--- config.mk ---
export PLATFORM = sky130hd
export DESIGN_NAME = bcd_convert_ctrl
export DESIGN_NICKNAME = d
export VERILOG_FILES = /design/src/rtl/bcd_pkg.sv /design/src/rtl/bcd_digit_adj.sv /design/src/rtl/bcd_convert_ctrl.sv
export SDC_FILE = /design/constraint.sdc
export NUM_CORES = 1
export LEC_CHECK = 0
export ABC_AREA = 0
export BUFFER_PORTS_ARGS = -buffer_cell sky130_fd_sc_hd__buf_2
export CAP_MARGIN = 10
export CORE_MARGIN = 3
export CORE_UTILIZATION = 38
export DETAILED_ROUTE_END_ITERATION = 10
export SLEW_MARGIN = 20
export SYNTH_ARGS = -nofsm -noshare
export SYNTH_HDL_FRONTEND = slang
export SYNTH_SLANG_ARGS = --single-unit
--- constraint.sdc ---
create_clock -name clk -period 3.9 [get_ports clk]
set_clock_uncertainty 0.1 [all_clocks]
set_input_delay 0.78 -clock clk [delete_from_list [all_inputs] [get_ports clk]]
set_output_delay 0.78 -clock clk [all_outputs]
set_load 0.03 [all_outputs]
--- src/rtl/bcd_pkg.sv ---
// Shared definitions for the iterative binary-to-BCD converter:
// controller state encoding and output/digit width helpers.
package bcd_pkg;

  typedef enum logic [1:0] {
    S_IDLE = 2'd0,
    S_CONV = 2'd1,
    S_DONE = 2'd2
  } state_e;

  // Packed BCD width needed to hold any w-bit binary value.
  function automatic int unsigned bcd_width(input int unsigned w);
    return w + (w - 4) / 3 + 1;
  endfunction

  // Number of 4-bit digits in the internal scratch register.
  function automatic int unsigned bcd_digits(input int unsigned w);
    return (bcd_width(w) + 3) / 4;
  endfunction

endpackage

--- src/rtl/bcd_digit_adj.sv ---
// Double-dabble digit correction: add 3 to a BCD digit greater than 4
// so the following left shift carries correctly into the next digit.
module bcd_digit_adj (
  input  logic [3:0] digit_i,
  output logic [3:0] digit_o
);

  always_comb begin
    digit_o = (digit_i > 4'd4) ? digit_i + 4'd3 : digit_i;
  end

endmodule

--- src/rtl/bcd_convert_ctrl.sv ---
// Iterative shift-and-add-3 binary-to-BCD converter: one adjust/shift step per
// clock over W cycles, start/ready/done handshake, result held between conversions.
module bcd_convert_ctrl
  import bcd_pkg::*;
#(
  parameter int unsigned W = 18
) (
  input  logic                   clk,
  input  logic                   reset,
  input  logic                   start,
  input  logic [W-1:0]           val,
  output logic                   ready,
  output logic                   busy,
  output logic                   done,
  output logic [bcd_width(W)-1:0] bcd
);

  localparam int unsigned BW = bcd_width(W);
  localparam int unsigned ND = bcd_digits(W);
  localparam int unsigned SW = ND * 4;
  localparam int unsigned CW = $clog2(W);

  state_e          state_q, state_d;
  logic [W-1:0]    bin_q, bin_d;
  logic [SW-1:0]   scr_q, scr_d;
  logic [SW-1:0]   scr_adj;
  logic [SW-1:0]   scr_shift;
  logic [CW-1:0]   cnt_q, cnt_d;
  logic [BW-1:0]   bcd_q, bcd_d;

  for (genvar g = 0; g < ND; g++) begin : gen_adj
    bcd_digit_adj u_adj (
      .digit_i (scr_q[4*g +: 4]),
      .digit_o (scr_adj[4*g +: 4])
    );
  end

  // Adjusted digits shift left, pulling in the next binary MSB.
  assign scr_shift = {scr_adj[SW-2:0], bin_q[W-1]};

  always_comb begin
    state_d = state_q;
    bin_d   = bin_q;
    scr_d   = scr_q;
    cnt_d   = cnt_q;
    bcd_d   = bcd_q;
    case (state_q)
      S_IDLE: begin
        if (start) begin
          bin_d   = val;
          scr_d   = '0;
          cnt_d   = '0;
          state_d = S_CONV;
        end
      end
      S_CONV: begin
        scr_d = scr_shift;
        bin_d = {bin_q[W-2:0], 1'b0};
        cnt_d = cnt_q + CW'(1);
        if (cnt_q == CW'(W - 1)) begin
          state_d = S_DONE;
          bcd_d   = scr_shift[BW-1:0];
        end
      end
      S_DONE:  state_d = S_IDLE;
      default: state_d = S_IDLE;
    endcase
  end

  always_ff @(posedge clk) begin
    if (reset) begin
      state_q <= S_IDLE;
      bin_q   <= '0;
      scr_q   <= '0;
      cnt_q   <= '0;
      bcd_q   <= '0;
    end else begin
      state_q <= state_d;
      bin_q   <= bin_d;
      scr_q   <= scr_d;
      cnt_q   <= cnt_d;
      bcd_q   <= bcd_d;
    end
  end

  assign ready = (state_q == S_IDLE);
  assign busy  = (state_q == S_CONV) || (state_q == S_DONE);
  assign done  = (state_q == S_DONE);
  assign bcd   = bcd_q;

endmodule
=== Word-level counts from Yosys, hierarchy flattened ===
Cells that the tools add are included.

* Output and inout bits: 26
* Register bits after elaboration: 72
* Bits of input ports: 21
* Logic and storage cells: 44

* Reduce and logical (&&, ||, !) cells: 6
* $add $sub $neg: 7
* Magnitude comparators: 6
* Eq/ne operators: 5
* Mux-type cells: 15

{| class="wikitable"
|+ Operator list
! cell !! count
|-
| one-hot mux 24 bit (2 select lines) || 1
|-
| one-hot mux 18 bit (2 select lines) || 1
|-
| > comparator 4 x 3 -> 1 bit, second input constant || 6
|-
| 2-to-1 mux 24 bit || 1
|-
| adder 4 x 2 -> 4 bit, second input constant || 5
|-
| 2-to-1 mux 4 bit || 5
|-
| 2-to-1 mux 18 bit || 1
|-
| one-hot mux 5 bit (2 select lines) || 1
|-
| AND reduction 2 bit || 3
|-
| adder 5 x 1 -> 5 bit, second input constant || 1
|-
| == test 5 bit, second input constant || 1
|-
| 2-to-1 mux 5 bit || 1
|-
| 2-to-1 mux 2 bit || 2
|-
| != test 2 bit, second input constant || 2
|-
| one-hot mux 2 bit (2 select lines) || 1
|-
| adder 3 x 2 -> 3 bit, second input constant || 1
|-
| 2-to-1 mux 3 bit || 1
|-
| == test 2 x 1 -> 1 bit, second input constant || 1
|-
| == test 2 bit, second input constant || 1
|-
| logical NOT 2 bit || 1
|-
| nonzero test 2 bit || 1
|-
| logical OR 1 bit || 1
|}

=== Depth between registers and ports, before layout ===
Gate-level depths: netlist (run 1).

* Depth in word-level cells: 3
* Mapped depth: 8
* Mapped depth without buffers: 6

=== By module ===
Synthesis (run 1) repeated with hierarchy kept, for this count alone.

* Cells, all modules: 404
* Area, all modules: 3683.5 um2

{| class="wikitable"
|+ By module, submodules not included
! module !! cells each !! area each (um2) !! seq. area each (um2) !! times used
|-
| bcd_convert_ctrl || 314 || 3060.4 || 1441.4 || 1
|-
| bcd_digit_adj || 15 || 103.8 || 0.0 || 6
|}

=== Worst setup path before layout (run 1) ===
Ideal clock, no wire load.

* Kind: register -> register
* From: register state_q[0]
* To: register bin_q[13]
* Clock period less this slack: 1.841 ns
* Library setup time: 0.086 ns
* Required time: 3.714 ns
* Buffers on the path: 2
* Slack: 2.059 ns
* Cell stages (with the launch flop): 7
* Data arrival time: 1.655 ns
* Cell sequence: dfxtp_1 -> inv_1 -> ha_1 -> mux2_4 -> buf_6 -> buf_2 -> a211oi_1

* Word-level cells in the longest chain between the ends: 3
* Elaborated cells between the ends (all ways): 6
* Classes of those cells: eq/ne (2); mux (1); reduce/logical (3)

{| class="wikitable"
|+ Ends and longest elaborated chain
! element !! RTL line !! text
|-
| start, declared || bcd_convert_ctrl.sv:23 || <nowiki>state_e state_q, state_d;</nowiki>
|-
| start signal, assigned || bcd_convert_ctrl.sv:78 || <nowiki>state_q <= state_d;</nowiki>
|-
| logical NOT 2 bit * || - ||
|-
| net ready || bcd_convert_ctrl.sv:12 || <nowiki>output logic ready,</nowiki>
|-
| != test 2 bit (no source line) / nonzero test 2 bit (equally long branches) || - ||
|-
| AND reduction 2 bit (no source line) || - ||
|-
| end signal, assigned || bcd_convert_ctrl.sv:79 || <nowiki>bin_q <= bin_d;</nowiki>
|-
| end, declared || bcd_convert_ctrl.sv:24 || <nowiki>logic [W-1:0] bin_q, bin_d;</nowiki>
|}

Mark *: on every way through the listed nets, which the timed path passes. The rest lies on a longest branch.
A chain may end at the register's enable or synchronous reset.

=== Final worst setup path (run 1) ===
* From: register state_q[0]
* To: output ready

* Word-level cells in the longest chain between the ends: 1

{| class="wikitable"
|+ Ends and longest elaborated chain
! element !! RTL line !! text
|-
| logical NOT 2 bit || bcd_convert_ctrl.sv:86 || <nowiki>assign ready = (state_q == S_IDLE);</nowiki>
|-
| end, declared || bcd_convert_ctrl.sv:12 ||
|}

Every way passes these cells.

==> results of run 1 <==
-- power by group --
part	switching, mW	total (mW)	internal, mW
Combinational	0.0885	0.141	0.0523
Clock	0.288	0.734	0.446
Sequential	0.0130	0.771	0.758
-- synthesized netlist by cell type, types with 2 or more instances --
cell type	instances
a211oi_1	18
a211oi_2	5
a21oi_1	23
a22o_1	9
a22oi_1	2
a31o_1	5
a31o_2	5
buf_2	8
buf_4	2
buf_6	5
clkbuf_1	2
dfxtp_1	72
ha_1	16
inv_1	28
mux2i_1	25
nand2_1	22
nand4_1	2
nor2_1	30
nor2_2	4
nor2b_1	5
nor3_1	5
nor3b_1	4
nor3b_2	5
o211ai_1	10
o21ai_0	22
o21ai_1	3
o22ai_1	3
xnor2_1	6
xor2_1	3
-- registers in the layout (all words and copies together), names as in the netlist --
name     count
cnt_q        5
state_q      2
bcd         23
bin_q       18
scr_q       24
-- routing by layer --
metal | up-vias | track usage (%) | routed length [µm]
met5 | - | 0 | 0
li1 | 1360 | - | -
met3 | 6 | 4.78 | 355
met1 | 1209 | 18.1 | 3450
met4 | 0 | 3.37 | 49
met2 | 50 | 24.3 | 3080
-- cells by family (layout without fill, tap and decap cells) --
group	count (synthesis)	count (layout)	share of synthesized area, %
AO/OA/AOI/OAI	107	107	21.3
AND/OR/NAND/NOR	84	84	12.9
buffers and inverters	48	92	7.45
adder cells (fa/ha/maj)	16	16	5.84
multiplexers	27	27	8.07
XOR/XNOR	9	9	2.30
flip-flops	72	72	42.1
-- path summary, 6_finish.rpt --
path	start	end	slack (ns)	cells past startpoint
worst max-delay path	state_q[0]$_SDFFE_PP0P_	ready	1.70	3
worst min-delay path	scr_q[21]$_SDFFE_PP0P_	scr_q[21]$_SDFFE_PP0P_	0.36	2
worst max register to register	state_q[1]$_SDFFE_PP0P_	scr_q[17]$_SDFFE_PP0P_	1.76	6
worst min register to register	scr_q[21]$_SDFFE_PP0P_	scr_q[21]$_SDFFE_PP0P_	0.36	2
-- cell type report --
cell class | instances | share of cell area [%]
Multi-Input combinational cell | 243 | 44.2
Sequential cell | 72 | 36.9
Timing Repair Buffer | 48 | 6.27
Clock buffer | 10 | 3.52
Tap cell | 108 | 3.46
Clock inverter | 6 | 2.94
Inverter | 28 | 2.69
-- worst min-delay path, delay by kind of cell, from the launching register on --
family / cells / cell delay [ns]
flip-flops: 1 / 0.33
AO/OA/AOI/OAI: 1 / 0.06
AND/OR/NAND/NOR: 1 / 0.05
-- per-stage QoR --
step	util (%)	cells	power, mW
finish	44.8	515	1.65
global route	44.8	515	1.72
CTS	44.8	515	1.67
detailed placement	41.9	499	0.931
global placement	41.9	499	0.928
floorplan	-	363	0.902
-- cells in the final DEF, fill, tap and decap left out, drive strengths merged, types with 6 or more instances in the layout --
| master | count |
|---|---|
| a211oi | 23 |
| a21oi | 23 |
| a22o | 9 |
| a31o | 10 |
| buf | 48 |
| clkbuf | 10 |
| dfxtp | 72 |
| ha | 16 |
| inv | 29 |
| mux2i | 25 |
| nand2 | 23 |
| nor2 | 35 |
| nor3b | 9 |
| o211ai | 10 |
| o21ai | 25 |
| xnor2 | 6 |
==> results by stage, run 1 <==
Worst setup path:
- Counting both buffers and inverters, the worst setup path holds a total of 2.
- The largest incremental delay on the critical path is 0.32 ns.
- The worst path arrival time is 1.32 ns.
- The peak fanout along the critical path is 6.
- Traced cell by cell, the critical path runs through inv_1 -> ha_1 -> buf_2.
- STA classifies the critical path startpoint as a flop.
- The gate family responsible for the most delay along the worst path is buffers and inverters.
- The critical-path cell with the highest stage delay is dfxtp_1.
- STA puts the critical path data required time at 3.02 ns.
- The type of destination of the critical path is a primary output.
- The worst setup path is of the reg -> out kind.

Final layout:
- The final standard cell area without fillers is 3910 µm².
- The number of nets in the final layout is 439.
- The share of layout cells above drive strength 1 is 21.6%.
- The synthesis-to-layout area growth is 14.1%.
- The number of diodes added for antenna fixing is 0.
- The sequential cells in the finished layout cover a total of 1440 µm².
- The layout has 837 filler cells.
- The multi-input combinational cells in the finished layout cover a total of 1730 µm².

Timing:
- The worst pin sits at a relative slew slack of 36.4%.
- The fraction of the cycle the final worst path needs is 56.4%.
- After routing, the total negative slack on setup checks comes to 0 ns.
- The final hold slack is 0.364 ns.
- The final worst slack is 1.70 ns.
- Counting I/O delays and the setup requirement, the final critical path takes 2.20 ns.
- The count of endpoints failing hold in the final timing report is 0.
- The final-report max-slew violation count is 0.
- The number of endpoints failing setup at the final stage is 0.
- Derived from the worst setup path, the maximum achievable clock frequency is 455 MHz.
- Setup repair after global routing left no endpoint under its margin.
- The measured slew at the worst slew-check pin is 0.928 ns.

Global route:
- The wire length of the first global-routing pass is 11.9 mm.
- The remaining global-route overflow is 0.
- The maximum number of pins on one net before global-route repair is 48.
- The number of global-route vias before repair is 2582.
- The initial antenna violation count is 0.
- The overall global routing resource usage is 14.5%.

Clock tree:
- In this run, post-CTS hold repair placed 0 buffers.
- TritonCTS built the clock tree.
- The number of buffers inserted by post-CTS setup repair is 0.
- After clock tree synthesis, the repair step resized 0 gates.
- The number of H-tree branching levels is 3.
- The clock passes through at most 2 buffers.
- The number of clock buffers inserted by TritonCTS is 9.
- The clock tree root buffer cell is clkbuf_8.
- The clock drives 72 sinks.
- The clock transition at the register clock pins on the worst setup and hold paths after CTS is 0.08 ns.
- The source-to-sink clock delay at the later pin of the worst-skew pair is 0.35 ns.

Yosys:
- The async set-or-reset flop fraction in the synthesized netlist is 0%.
- For this run, the register share of the synthesized area comes to 42.1%.
- The library cell with the largest summed area after synthesis is dfxtp_1.
- The proportion of netlist area held by the largest area contributor is 42.1%.
- In the synthesized netlist the dominant register cell turns out to be dfxtp_1.
- The post-synthesis cell area is 3430 µm².
- For this run, the number of Yosys warnings is 0.
- The number of synthesized register bits is 72.
- The number of library cell types mapped by synthesis is 43.
- After technology mapping, the gate count stands at 363.
- By area the synthesized netlist is led by dfxtp_1 (42%), mux2i_1 (7.3%), ha_1 (5.8%).
- The number of nets in the synthesized netlist is 400.
- Counting flops with a built-in enable in the synthesized netlist gives 0.
- The post-synthesis area per instance is 9.44 µm².

Power:
- The highest ir drop seen on vdd is 0.000191 V.
- The leakage dissipation is 1.62 nW.
- The power density of the placed cells is 421 nW/µm².

Placed design:
- In this run the tool buffered the top-level ports with 46 buffer cells.
- The half-perimeter wire length after detailed placement is 4.67 mm.
- The worst setup slack after placement is 1.65 ns.
- The placed instances occupy a cell area of 3660 µm².
- The final RePlAce weighted congestion is 0.777.

Route:
- The DRC violation count after routing is 0.
- Detailed routing inserted a total of 2625 vias.
- In this run the remaining antenna-violating nets after routing total 0.
- The average vias per placed instance is 5.10.
- The per-cell routed wire length is 13.5 µm.
- Before antenna repair, the detailed router went through 4 iterations.
- The initial detailed-routing violation count is 87.
- Wires add up to 6.93 mm.

Floorplan:
- The top-level I/O count is 47.
- The number of placement rows is 34.
- In this run the horizontal extent of the chip is 101 µm.
- For this configuration, the core starts out at a cell density of 39.3%.
- The area enclosed by the die boundary is 10200 µm².
- The vertical die dimension is 101 µm.
- The core region area is 8720 µm².

Job:
- Across the run, the number of max-cap violations was 0.

Hold path:
- The min-delay analysis places its worst path in the category reg -> reg.

Run status:
- The flow ran to the end, and the final reports show no timing, DRC or antenna violations.
(Power assumes the default switching activity.)
==> run 2: changes to the inputs <==
- ABC_AREA: 0 -> 1
- clock period: 3.9 -> 1.9 ns (I/O delays scaled with it)
==> run 2 against run 1 <==
- first-iteration DRC count grew 28%
- largest power group unchanged
- clock power grew 72%
- critical path depth is the same
- critical endpoint is now busy
- highest routed layer unchanged
==> results by stage, run 2 <==
Yosys:
- Counting flops with a built-in enable in the synthesized netlist gives 0.
- The post-synthesis area per instance is 7.01 µm².
- Of the total synthesized cell area, the portion taken by XOR and XNOR cells is 0%.
- By count the netlist is led by nand2_1 (140), dfxtp_1 (72), a21oi_1 (46), inv_1 (46), o21ai_0 (40).
- For this run, the leading register cell type out of synthesis is dfxtp_1.
- The post-synthesis cell area is 3450 µm².
- By area the synthesized netlist is led by dfxtp_1 (42%), nand2_1 (15%), a21oi_1 (6.7%).
- Of all cell types, the one taking the most synthesized area is dfxtp_1.
- Summing the areas of all compound-gate instances in the mapped netlist gives 17.0% of the synthesized area.
- In this run, synthesis produced a sequential element count of 72.
- The yosys synthesis warning count is 0.
- The basic-gate share of the synthesized area counting and, or, nand and nor cells is 26.3%.
- The adder-cell share of the synthesized area is 5.81%.
- In the synthesized netlist the async set-or-reset flop fraction comes to 0%.
- The sequential share of the synthesized area is 41.8%.
- The fraction of synthesized area in multiplexers is 0%.
- The post-synth net total is 529.
- The most frequently used cell type in the post-synthesis netlist is nand2_1.
- The combinational family with the most area after synthesis is simple AND/OR/NAND/NOR gates.
- The number of cells produced by synthesis is 492.
- Synthesis instantiated 24 different standard cells from the library.
- Summed over its instances, the top area cell type makes up 41.8% of the synthesized netlist area.

Timing:
- For the finished layout, the period the worst path requires is 1.72 ns.
- Setup repair after global routing left no endpoint under its margin.
- Setup violations remaining at the end of the flow were counted as 0.
- Setup total negative slack on the finished layout was measured at 0 ns.
- Dividing the final minimum period by the clock period gives 90.6%.
- The worst relative slew slack is 66.7%.
- The count of endpoints failing hold in the final timing report is 0.
- The final-report max-slew violation count came to 0.
- The measured slew at the worst slew-check pin is 0.499 ns.
- Setup slack on the critical path of the routed design comes to 0.178 ns.
- Derived from the worst setup path, the maximum achievable clock frequency is 581 MHz.

Final layout:
- The commonest non-fill, non-tap cell in the layout is nand2_1.
- Leaving out fill and tap cells, the most frequent cells in the layout are nand2_1 (140), dfxtp_1 (72), inv_1 (46), a21oi_1 (46), buf_2 (46).
- The flip-flop count of the largest register after layout is 24.
- The number of diodes added for antenna fixing is 0.
- After the last flow step, the layout net total stands at 570.
- The largest register by flop count is scr_q.
- The area growth from synthesis to layout is 14.4%.
- The share of layout cells above drive strength 1 is 13.9%.

Clock tree:
- Counting the buffers created by CTS gives 9.
- The H-tree was split into 3 levels.
- The clock reaches the later pin of the worst-skew pair after 0.35 ns.
- TritonCTS built the clock tree.
- The number of gates resized after CTS was 0.
- In this run the clock root is driven by a clkbuf_8.
- Clock-pin slew was measured on the worst setup and hold paths at 0.08 ns.
- The buffer depth of the longest clock path is 2.
- The number of sinks handled by clock tree synthesis is 72.
- The number of buffers inserted by post-CTS setup repair is 0.
- After clock tree synthesis, the flow added hold-fix buffers numbering 0.

Global route:
- The initial antenna violation count is 0.
- The remaining global-route overflow is 0.
- The overall global routing resource usage is 15.3%.
- The number of global-route vias before repair is 2773.
- Entering global routing, the biggest net connects 44 pins.
- The wire length of the first global-routing pass is 12.6 mm.

Floorplan:
- For this configuration, the core starts out at a cell density of 39.3%.
- The floorplan step set the die width to 101 µm.
- The floorplan step defined a die boundary enclosing 10300 µm².
- The top-level I/O count is 47.
- After floorplanning, the core was divided into 34 placement rows.
- The vertical die dimension is 101 µm.
- The core region area is 8760 µm².

Route:
- The per-cell routed wire length is 11.9 µm.
- After the first detailed-routing iteration, the DRC count stood at 111.
- Summed over all nets, wire length on met3 after detailed routing comes to 303 µm.
- In this run the top signal layer used is met4.
- The remaining antenna violation count after routing is 0.
- The DRC violation count after routing is 0.
- The routed length on met2 is 3.45 mm.
- Before antenna repair, the detailed router went through 4 iterations.
- The total routed wirelength is 7.69 mm.
- For this block, wires on met1 add up to 3.82 mm.
- The via total after detailed routing is 3170.
- The average vias per placed instance is 4.91.

Worst setup path:
- The worst register-to-register path has a depth of 7.
- The setup slack of the most critical reg-to-reg path is 0.20 ns.
- The endpoint identified for the worst register-to-register timing path is scr_q[6]$_SDFFE_PP0P_.
- The worst setup path is launched from a flop.
- The worst path arrival time is 1.24 ns.
- The source of the worst register-to-register timing path is state_q[1]$_SDFFE_PP0P_.
- The worst setup path is of the reg -> out kind.
- The peak fanout along the critical path is 3.
- At the worst endpoint, the required time is 1.42 ns.
- The worst setup path is captured at a primary output.

Run status:
- The run finished with clean final reports.

Hold path:
- The source of the worst hold timing path is val[8].
- The destination of the worst hold path is bin_q[8]$_SDFFE_PP0P_.
- The type of the tightest min-delay check is in -> reg.
- The worst hold path stage count is 3.

Power:
- The leakage dissipation is 1.88 nW.
- The analysis attributes to net switching a power of 0.899 mW.
- Of the total power, the share spent switching nets is 27.6%.
- The internal power of the cells is 2.36 mW.
- The fraction of power consumed by the clock network is 38.8%.
- Sequential cells account for 49.4% of the total power.
- The power density of the placed cells is 827 nW/µm².
- VDD sags by at most 0.000368 V.
- The share of total power in combinational logic is 11.8%.

Placed design:
- The wire-length estimate of the detail-placed layout is 4.89 mm.
- The count of input and output buffers is 46.
- At the end of routability-driven placement, the weighted congestion stood at 0.819.
- The worst setup slack after placement is 0.217 ns.

Job:
- Across the run, the number of max-cap violations was 0.
run 2: area by class of cell:
class                      count  area [µm²]
clock buffer                  11         151
clock inverter                 5        55.1
fill                         937        4820
inverter                      50         188
multi-input combinational    348        1690
sequential                    72        1440
tap                          108         135
timing repair buffer          52         279
run 2: kinds of logic (layout without fill, tap and decap cells):
family / after synthesis / count (layout)
buf+inv: 72 / 118
fa+ha+maj: 16 / 16
simple gates: 221 / 221
compound gates: 111 / 111
flops: 72 / 72
run 2: worst max path at each step:
stage	startpoint	endpoint	slack [ns]	cells past startpoint
global placement	state_q[0]$_SDFFE_PP0P_	scr_q[23]$_SDFFE_PP0P_	0.25	7
finish	state_q[0]$_SDFFE_PP0P_	busy	0.18	3
detailed placement	state_q[0]$_SDFFE_PP0P_	scr_q[4]$_SDFFE_PP0P_	0.22	7
floorplan	state_q[0]$_SDFFE_PP0P_	scr_q[14]$_SDFFE_PP0P_	0.30	9
global route	state_q[1]$_SDFFE_PP0P_	scr_q[11]$_SDFFE_PP0P_	0.01	7
CTS	state_q[0]$_SDFFE_PP0P_	busy	0.15	3
run 2: routing by layer:
metal	GRT usage, %	vias to the layer above
met5	0	-
met4	4.91	0
met3	4.27	8
met2	24.1	48
met1	20.3	1412
li1	-	1702
run 2: power by group through the flow:
stage               Sequential [mW]  Combinational (mW)  Clock, mW
floorplan                      1.64               0.308          0
global placement               1.64               0.381          0
detailed placement             1.65               0.385          0
CTS                            1.61               0.386       1.30
global route                   1.62               0.438       1.36
finish                         1.61               0.385       1.26
run 2: through the flow:
stage	cells	cell area (µm²)	hold WS (ns)	utilization, %	power [mW]
3_5_place_dp	630	3730	0.357	42.6	2.03
2_1_floorplan	492	3450	0.344	-	1.95
4_1_cts	646	3940	0.173	45.0	3.30
6_report	646	3940	0.192	45.0	3.26
5_1_grt	646	3940	0.182	45.0	3.42
3_3_place_gp	630	3730	0.353	42.6	2.03
run 2: worst max-delay path, cell delays in order (launching register included):
cell	delay, ns
dfxtp_1	0.34
inv_1	0.08
ha_1	0.30
buf_2	0.18
